### src/rtl/router_constants.sv
// Shared constants for the 32-bit stream router: widths, buffer depth, route encodings.
package router_constants;

    localparam int unsigned WIDTH_DEFAULT = 32;
    localparam int unsigned DEPTH         = 2;

    localparam logic ROUTE_P0 = 1'b0;
    localparam logic ROUTE_P1 = 1'b1;

    typedef logic [1:0] count_t;

    // A buffer is full once it holds DEPTH words.
    function automatic logic is_full(input count_t count);
        return count == count_t'(DEPTH);
    endfunction

endpackage

### src/rtl/stream_fifo2.sv
// In-order 2-entry FIFO with registered head word; no push-to-head bypass.
module stream_fifo2
    import router_constants::*;
#(
    parameter int unsigned WIDTH = WIDTH_DEFAULT
) (
    input  logic             clk,
    input  logic             rst_n,
    input  logic             push,
    input  logic [WIDTH-1:0] push_data,
    input  logic             pop,
    output logic [1:0]       count,
    output logic             head_valid,
    output logic [WIDTH-1:0] head_data
);

    logic [WIDTH-1:0] mem_q [DEPTH];
    logic             rd_ptr_q;
    logic             wr_ptr_q;
    count_t           count_q;
    count_t           count_d;
    logic             do_pop;

    // A pop on an empty buffer is ignored; push is pre-qualified by the caller.
    assign do_pop = pop && (count_q != 2'd0);

    // Occupancy update; simultaneous push and pop leaves the count unchanged.
    always_comb begin
        count_d = count_q;
        if (push && !do_pop) begin
            count_d = count_q + 2'd1;
        end else if (!push && do_pop) begin
            count_d = count_q - 2'd1;
        end
    end

    // Storage, pointers and count, all cleared by synchronous reset.
    always_ff @(posedge clk) begin
        if (!rst_n) begin
            for (int i = 0; i < DEPTH; i++) begin
                mem_q[i] <= '0;
            end
            rd_ptr_q <= 1'b0;
            wr_ptr_q <= 1'b0;
            count_q  <= 2'd0;
        end else begin
            if (push) begin
                mem_q[wr_ptr_q] <= push_data;
                wr_ptr_q        <= ~wr_ptr_q;
            end
            if (do_pop) begin
                rd_ptr_q <= ~rd_ptr_q;
            end
            count_q <= count_d;
        end
    end

    assign count      = count_q;
    assign head_valid = (count_q != 2'd0);
    assign head_data  = mem_q[rd_ptr_q];

endmodule

### src/rtl/demux32_stream_router.sv
// 1-to-2 stream demultiplexer: routes each accepted word into one of two private buffers.
module demux32_stream_router
    import router_constants::*;
#(
    parameter int unsigned WIDTH = WIDTH_DEFAULT
) (
    input  logic             clk,
    input  logic             rst_n,
    input  logic             in_valid,
    output logic             in_ready,
    input  logic             in_ctl,
    input  logic [WIDTH-1:0] in_data,
    output logic             out0_valid,
    input  logic             out0_ready,
    output logic [WIDTH-1:0] out0_data,
    output logic [1:0]       out0_count,
    output logic             out1_valid,
    input  logic             out1_ready,
    output logic [WIDTH-1:0] out1_data,
    output logic [1:0]       out1_count
);

    logic push0;
    logic push1;

    // Ready depends only on the selected buffer's registered count, never on outN_ready.
    always_comb begin
        in_ready = !is_full((in_ctl == ROUTE_P1) ? out1_count : out0_count);
        push0    = in_valid && in_ready && (in_ctl == ROUTE_P0);
        push1    = in_valid && in_ready && (in_ctl == ROUTE_P1);
    end

    stream_fifo2 #(
        .WIDTH (WIDTH)
    ) u_fifo0 (
        .clk        (clk),
        .rst_n      (rst_n),
        .push       (push0),
        .push_data  (in_data),
        .pop        (out0_ready),
        .count      (out0_count),
        .head_valid (out0_valid),
        .head_data  (out0_data)
    );

    stream_fifo2 #(
        .WIDTH (WIDTH)
    ) u_fifo1 (
        .clk        (clk),
        .rst_n      (rst_n),
        .push       (push1),
        .push_data  (in_data),
        .pop        (out1_ready),
        .count      (out1_count),
        .head_valid (out1_valid),
        .head_data  (out1_data)
    );

endmodule

### config.mk
export PLATFORM = sky130hd
export DESIGN_NAME = demux32_stream_router
export DESIGN_NICKNAME = d
export VERILOG_FILES = /design/src/rtl/router_constants.sv /design/src/rtl/stream_fifo2.sv /design/src/rtl/demux32_stream_router.sv
export SDC_FILE = /design/constraint.sdc
export NUM_CORES = 1
export LEC_CHECK = 0
export ABC_AREA = 1
export CAP_MARGIN = 5
export CORE_ASPECT_RATIO = 1.75
export CORE_MARGIN = 4
export CORE_UTILIZATION = 25
export DETAILED_ROUTE_END_ITERATION = 8
export PLACE_DENSITY_LB_ADDON = 0.1
export SLEW_MARGIN = 25
export SYNTH_ARGS = -nofsm -noshare
export SYNTH_HDL_FRONTEND = slang
export SYNTH_SLANG_ARGS = --single-unit
export TNS_END_PERCENT = 30
### constraint.sdc
create_clock -name clk -period 1.91 [get_ports clk]
set_clock_uncertainty 0.1 [all_clocks]
set_input_delay 0.2865 -clock clk [delete_from_list [all_inputs] [get_ports clk]]
set_output_delay 0.2865 -clock clk [all_outputs]
set_load 0.01 [all_outputs]
==> Word level (Yosys, flattened, before mapping) <==
Memories as Yosys holds them, arrays and structs flattened. A register that Yosys moved wholly into a read port is not among the register bits.
Index checks and enable logic that the tools add are counted.
{ "totals": {"regBits": 8, "ramBits": 128, "in_bits": 38, "output_inout_bits": 71, "word_cells": 60, "mem_count": 2} }
{ "mem_list": {"columns": ["memory", "words", "word_bits", "read_ports", "rd_clocked_by_memory_dff", "write_ports", "line_no", "source"], "rows": [
  ["u_fifo0.mem_q", 2, 32, 1, 1, 2, "stream_fifo2.sv:17", "logic [WIDTH-1:0] mem_q [DEPTH];"],
  ["u_fifo1.mem_q", 2, 32, 1, 1, 2, "stream_fifo2.sv:17", null]
]} }
{ "op_classes": {"n_addsub": 4, "n_eq_ne": 1, "mux": 22, "bitwise": 5, "reduce_logical": 20} }
{ "ops": {"columns": ["cell", "count"], "rows": [
  ["two-way mux 32 bit", 2],
  ["OR reduction 32 bit", 2],
  ["two-way mux 1 bit", 15],
  ["two-way mux 2 bit", 5],
  ["logical AND 1 bit", 9],
  ["nonzero test 2 bit", 4],
  ["zero test 1 bit", 5],
  ["inverter 1 bit", 5],
  ["adder 2 x 1 -> 2 bit (second input constant)", 2],
  ["subtractor 2 x 1 -> 2 bit (second input constant)", 2],
  ["equality test 2 bit (second input constant)", 1]
]} }

==> Depth between registers and ports, before layout <==
{ "logic_depth": {"ltp_word": 10, "mapped_depth": 10, "depth_no_buf": 10} }

==> Modules after synthesis <==
From an unflattened synthesis, not the netlist that was laid out.
{ "hier_totals": {"cells_unflattened": 485, "hier_area_um2": 6398.6} }
{ "modules_own_cells": {"columns": ["mod", "n_inst", "cells_per_inst", "area_each_um2", "seq_area_each_um2"], "rows": [
  ["stream_fifo2", 2, 237, 3173.0, 2021.9],
  ["demux32_stream_router", 1, 11, 52.6, 0.0]
]} }

==> Worst setup path before layout <==
OpenSTA, ideal clock, no wires.
{ "synth_path": {"kind": "flip-flop to flip-flop", "from": "register u_fifo1.count_q[0], in the netlist u_fifo1.count[0]", "to": "memory u_fifo1.mem_q[0][0] in the netlist's numbering, enable pin", "setup_time_ns": 0.389, "arrival_ns": 1.648, "required_time_ns": 1.421, "slack_ns": -0.228, "path_stages_with_launch": 8, "path_buffers": 1, "period_less_slack_ns": 2.138, "path_cell_list": "dfxtp_1 > inv_2 > nand2_2 > nand3_2 > nor2_2 > nand2_4 > buf_6 > nand2_1"} }
{ "synth_lines": {"columns": ["element", "line_no", "source"], "rows": [
  ["start: declaration", "stream_fifo2.sv:20", "count_t count_q;"],
  ["start signal: assignment", "stream_fifo2.sv:54", "count_q <= count_d;"],
  ["end: declaration", "stream_fifo2.sv:17", null]
]} }

==> flow_metrics.env <==
export IMPL_path_max_fanout=7
export IMPL_maxSlewViolCount=0
export IMPL_reg2reg_depth=8
export IMPL_ys_types=23
export IMPL_dp_hpwl_mm=10.3
export IMPL_viasPerCell=4.12
export IMPL_drt_total_wl_mm=15.5
export IMPL_clk_pin_slew_ns=0.06
export IMPL_yosys_area_share_simple_pct=11.4
export IMPL_yosysWarningCount=0
export IMPL_yosys_register_bits=138
export IMPL_grt_pass1_vias=4167
export IMPL_initial_core_util_pct=25.3
export IMPL_critPathMaxStageDelay_ns=0.42
export IMPL_dr_pass1_iters=4
export IMPL_die_h_um=211
export IMPL_worstMarginPinSlew_ns=0.264
export IMPL_num_vias=3726
export IMPL_multi_input_area_mm2=0.00171
export IMPL_outcome="complete, but fails checks"
export IMPL_fillers=2326
export IMPL_io_buffers=108
export IMPL_layout_nets=628
export IMPL_grt_use_total_pct=12.4
export IMPL_slowest_stage="dfxtp_4"
export IMPL_netlist_instances=444
export IMPL_syn_num_nets=484
export IMPL_clock_root_buffer="clkbuf_16"
export IMPL_place_gp_congestion=0.711
export IMPL_cp_data_arrival_time_ns=1.53
export IMPL_htreeDepth=4
export IMPL_die_area_mm2=0.0262
export IMPL_clk_latency_ns=0.41
export IMPL_post_route_period_util_pct=100
export IMPL_critPathCaptureType="output port"
export IMPL_synthMuxAreaShare_pct=12.2
export IMPL_wire_per_inst_um=17.2
export IMPL_area_growth_pct=43.2
export IMPL_postRouteAntennaNets=0
export IMPL_cts_made_buffers=17
export IMPL_diodes=0
export IMPL_hold_path_class="reg -> reg"
export IMPL_whs_ns=0.374
export IMPL_power_density_mw_per_mm2=1070
export IMPL_syn_area_mm2=0.00590
export IMPL_final_cell_mix="128 x edfxtp_1, 122 x nor2_1, 52 x mux2_4"
export IMPL_setup_viol_count_final=3
export IMPL_synth_top_family_by_area="multiplexers"
export IMPL_ff_latch_area_mm2=0.00405
export IMPL_max_freq_ghz=0.523
export IMPL_place_ws_ns=-0.0586
export IMPL_avgSynthCellArea_um2=13.3
export IMPL_max_cap_violations=0
export IMPL_gr_total_overflow=0
export IMPL_whs_path_depth=2
export IMPL_ys_seq_area_share_pct=68.5
export IMPL_cts_tree="done"
export IMPL_final_hold_violation_count=0
export IMPL_crit_required_ns=1.52
export IMPL_grt_max_degree=23
export IMPL_ir_drop_mv=0.522
export IMPL_crit_chain="buf_12 > buf_16 > mux2_4 > buf_6"
export IMPL_clk_path_buf_depth=2
export IMPL_antenna_found_initial=0
export IMPL_startpoint_type="register"
export IMPL_final_layout_size_suffix_gt1_share_pct=37.9
export IMPL_synth_compound_area_share_pct=1.48
export IMPL_dr_first_iter_drc_count=108
export IMPL_synthAdderAreaFrac_pct=0.424
export IMPL_cts_num_sinks=138
export IMPL_slew_headroom_pct=82.4
export IMPL_num_rows=74
export IMPL_remaining_drc_errors=0
export IMPL_io_pins=109
export IMPL_power_mw=9.04
export IMPL_setup_worst_path_class="reg -> out"
export IMPL_tns_ns=-0.00294
export IMPL_violations="setup timing"
export IMPL_grt_pass1_wl_mm=23.7
export IMPL_postLayoutSetupSlackWorst_ns=-0.00215
export IMPL_synth_xor_area_share_pct=0
export IMPL_p_leak_nw=3.55
export IMPL_final_common_cell="edfxtp_1"
export IMPL_core_mm2=0.0233
export IMPL_rsz0062_at_grt="true"
export IMPL_die_w_um=124
export IMPL_period_needed_ns=1.91
flip-flops by register name, indices dropped and copies added (netlist names), named ones only:
signal            flops
u_fifo1.wr_ptr_q      1
u_fifo1.rd_ptr_q      1
u_fifo0.count         2
u_fifo0.mem_q        64
u_fifo1.mem_q        64
u_fifo0.wr_ptr_q      1
u_fifo0.rd_ptr_q      1
u_fifo1.count         2
logic make-up after synthesis:
logic type,Yosys count
muxes,64
AOI/OAI and AO/OA,16
buffers and inverters,65
and+or+nand+nor,159
adders and majority gates,2
DFF,138
power breakdown:
group | internal, mW | switching, mW
registers | 3.55 | 0.106
logic | 1.19 | 0.955
clock network | 2.03 | 1.21
total | 6.77 | 2.27
repair_timing:
item	in CTS	in global routing
setup endpoints to repair	66	52
endpoints found under the hold margin	0	0
resized for setup	347	22
buffers inserted	8	4
cloned	5	0
hold buffers	0	0
cells in the mapped netlist, drive strengths merged:
master    n  area [µm²]
a21oi     8        40.0
buf      20         185
clkbuf    2        10.0
dfxtp    10         200
edfxtp  128        3840
ha        2        25.0
inv      43         161
mux2     64         721
nand2    21        93.8
nand3     3        32.5
nor2    135         544
o211ai    1        12.5
o21ai     7        35.0
path summary, 6_finish.rpt:
kind	endpoint	slack, ns	from
worst max-delay path	out0_data[31]	-0.002	register
worst min-delay path	u_fifo1.rd_ptr_q	0.37	u_fifo1.rd_ptr_q
worst max register to register	u_fifo0.count[1]	0.29	u_fifo0.count[1]
worst min register to register	u_fifo1.rd_ptr_q	0.37	u_fifo1.rd_ptr_q
final cells by class:
cell class	count	share of cell area, %
clock buffers	18	5.07
clock inverters	14	1.82
inverters	43	1.91
multi-input cells	241	20.2
flip-flops and latches	138	47.9
well taps	304	4.50
repair buffers	147	18.6
metal layers:
metal | part of all wire, % | GRT usage [%] | vias to the layer above | wire [µm]
met5 | 0 | 0 | - | 0
met4 | 1.6 | 4.31 | 0 | 252
met3 | 3.6 | 2.91 | 13 | 562
met2 | 56 | 22.9 | 73 | 8670
met1 | 39 | 13.7 | 1853 | 6050
li1 | - | - | 1787 | -
critical path: cells and delay by family (launching register included):
family,cells,cell delay (ns)
buf+inv,3,0.38
mux,1,0.31
flops,1,0.42
through the flow:
step | instance area (µm²) | std cells | utilization [%]
after floorplan | 5910 | 444 | -
after global placement | 7520 | 859 | 32.2
after detailed placement | 7520 | 859 | 32.2
after CTS | 8430 | 904 | 36.1
after global routing | 8460 | 905 | 36.2
final | 8460 | 905 | 36.2
Note: power is estimated with default switching activity, not from simulation.
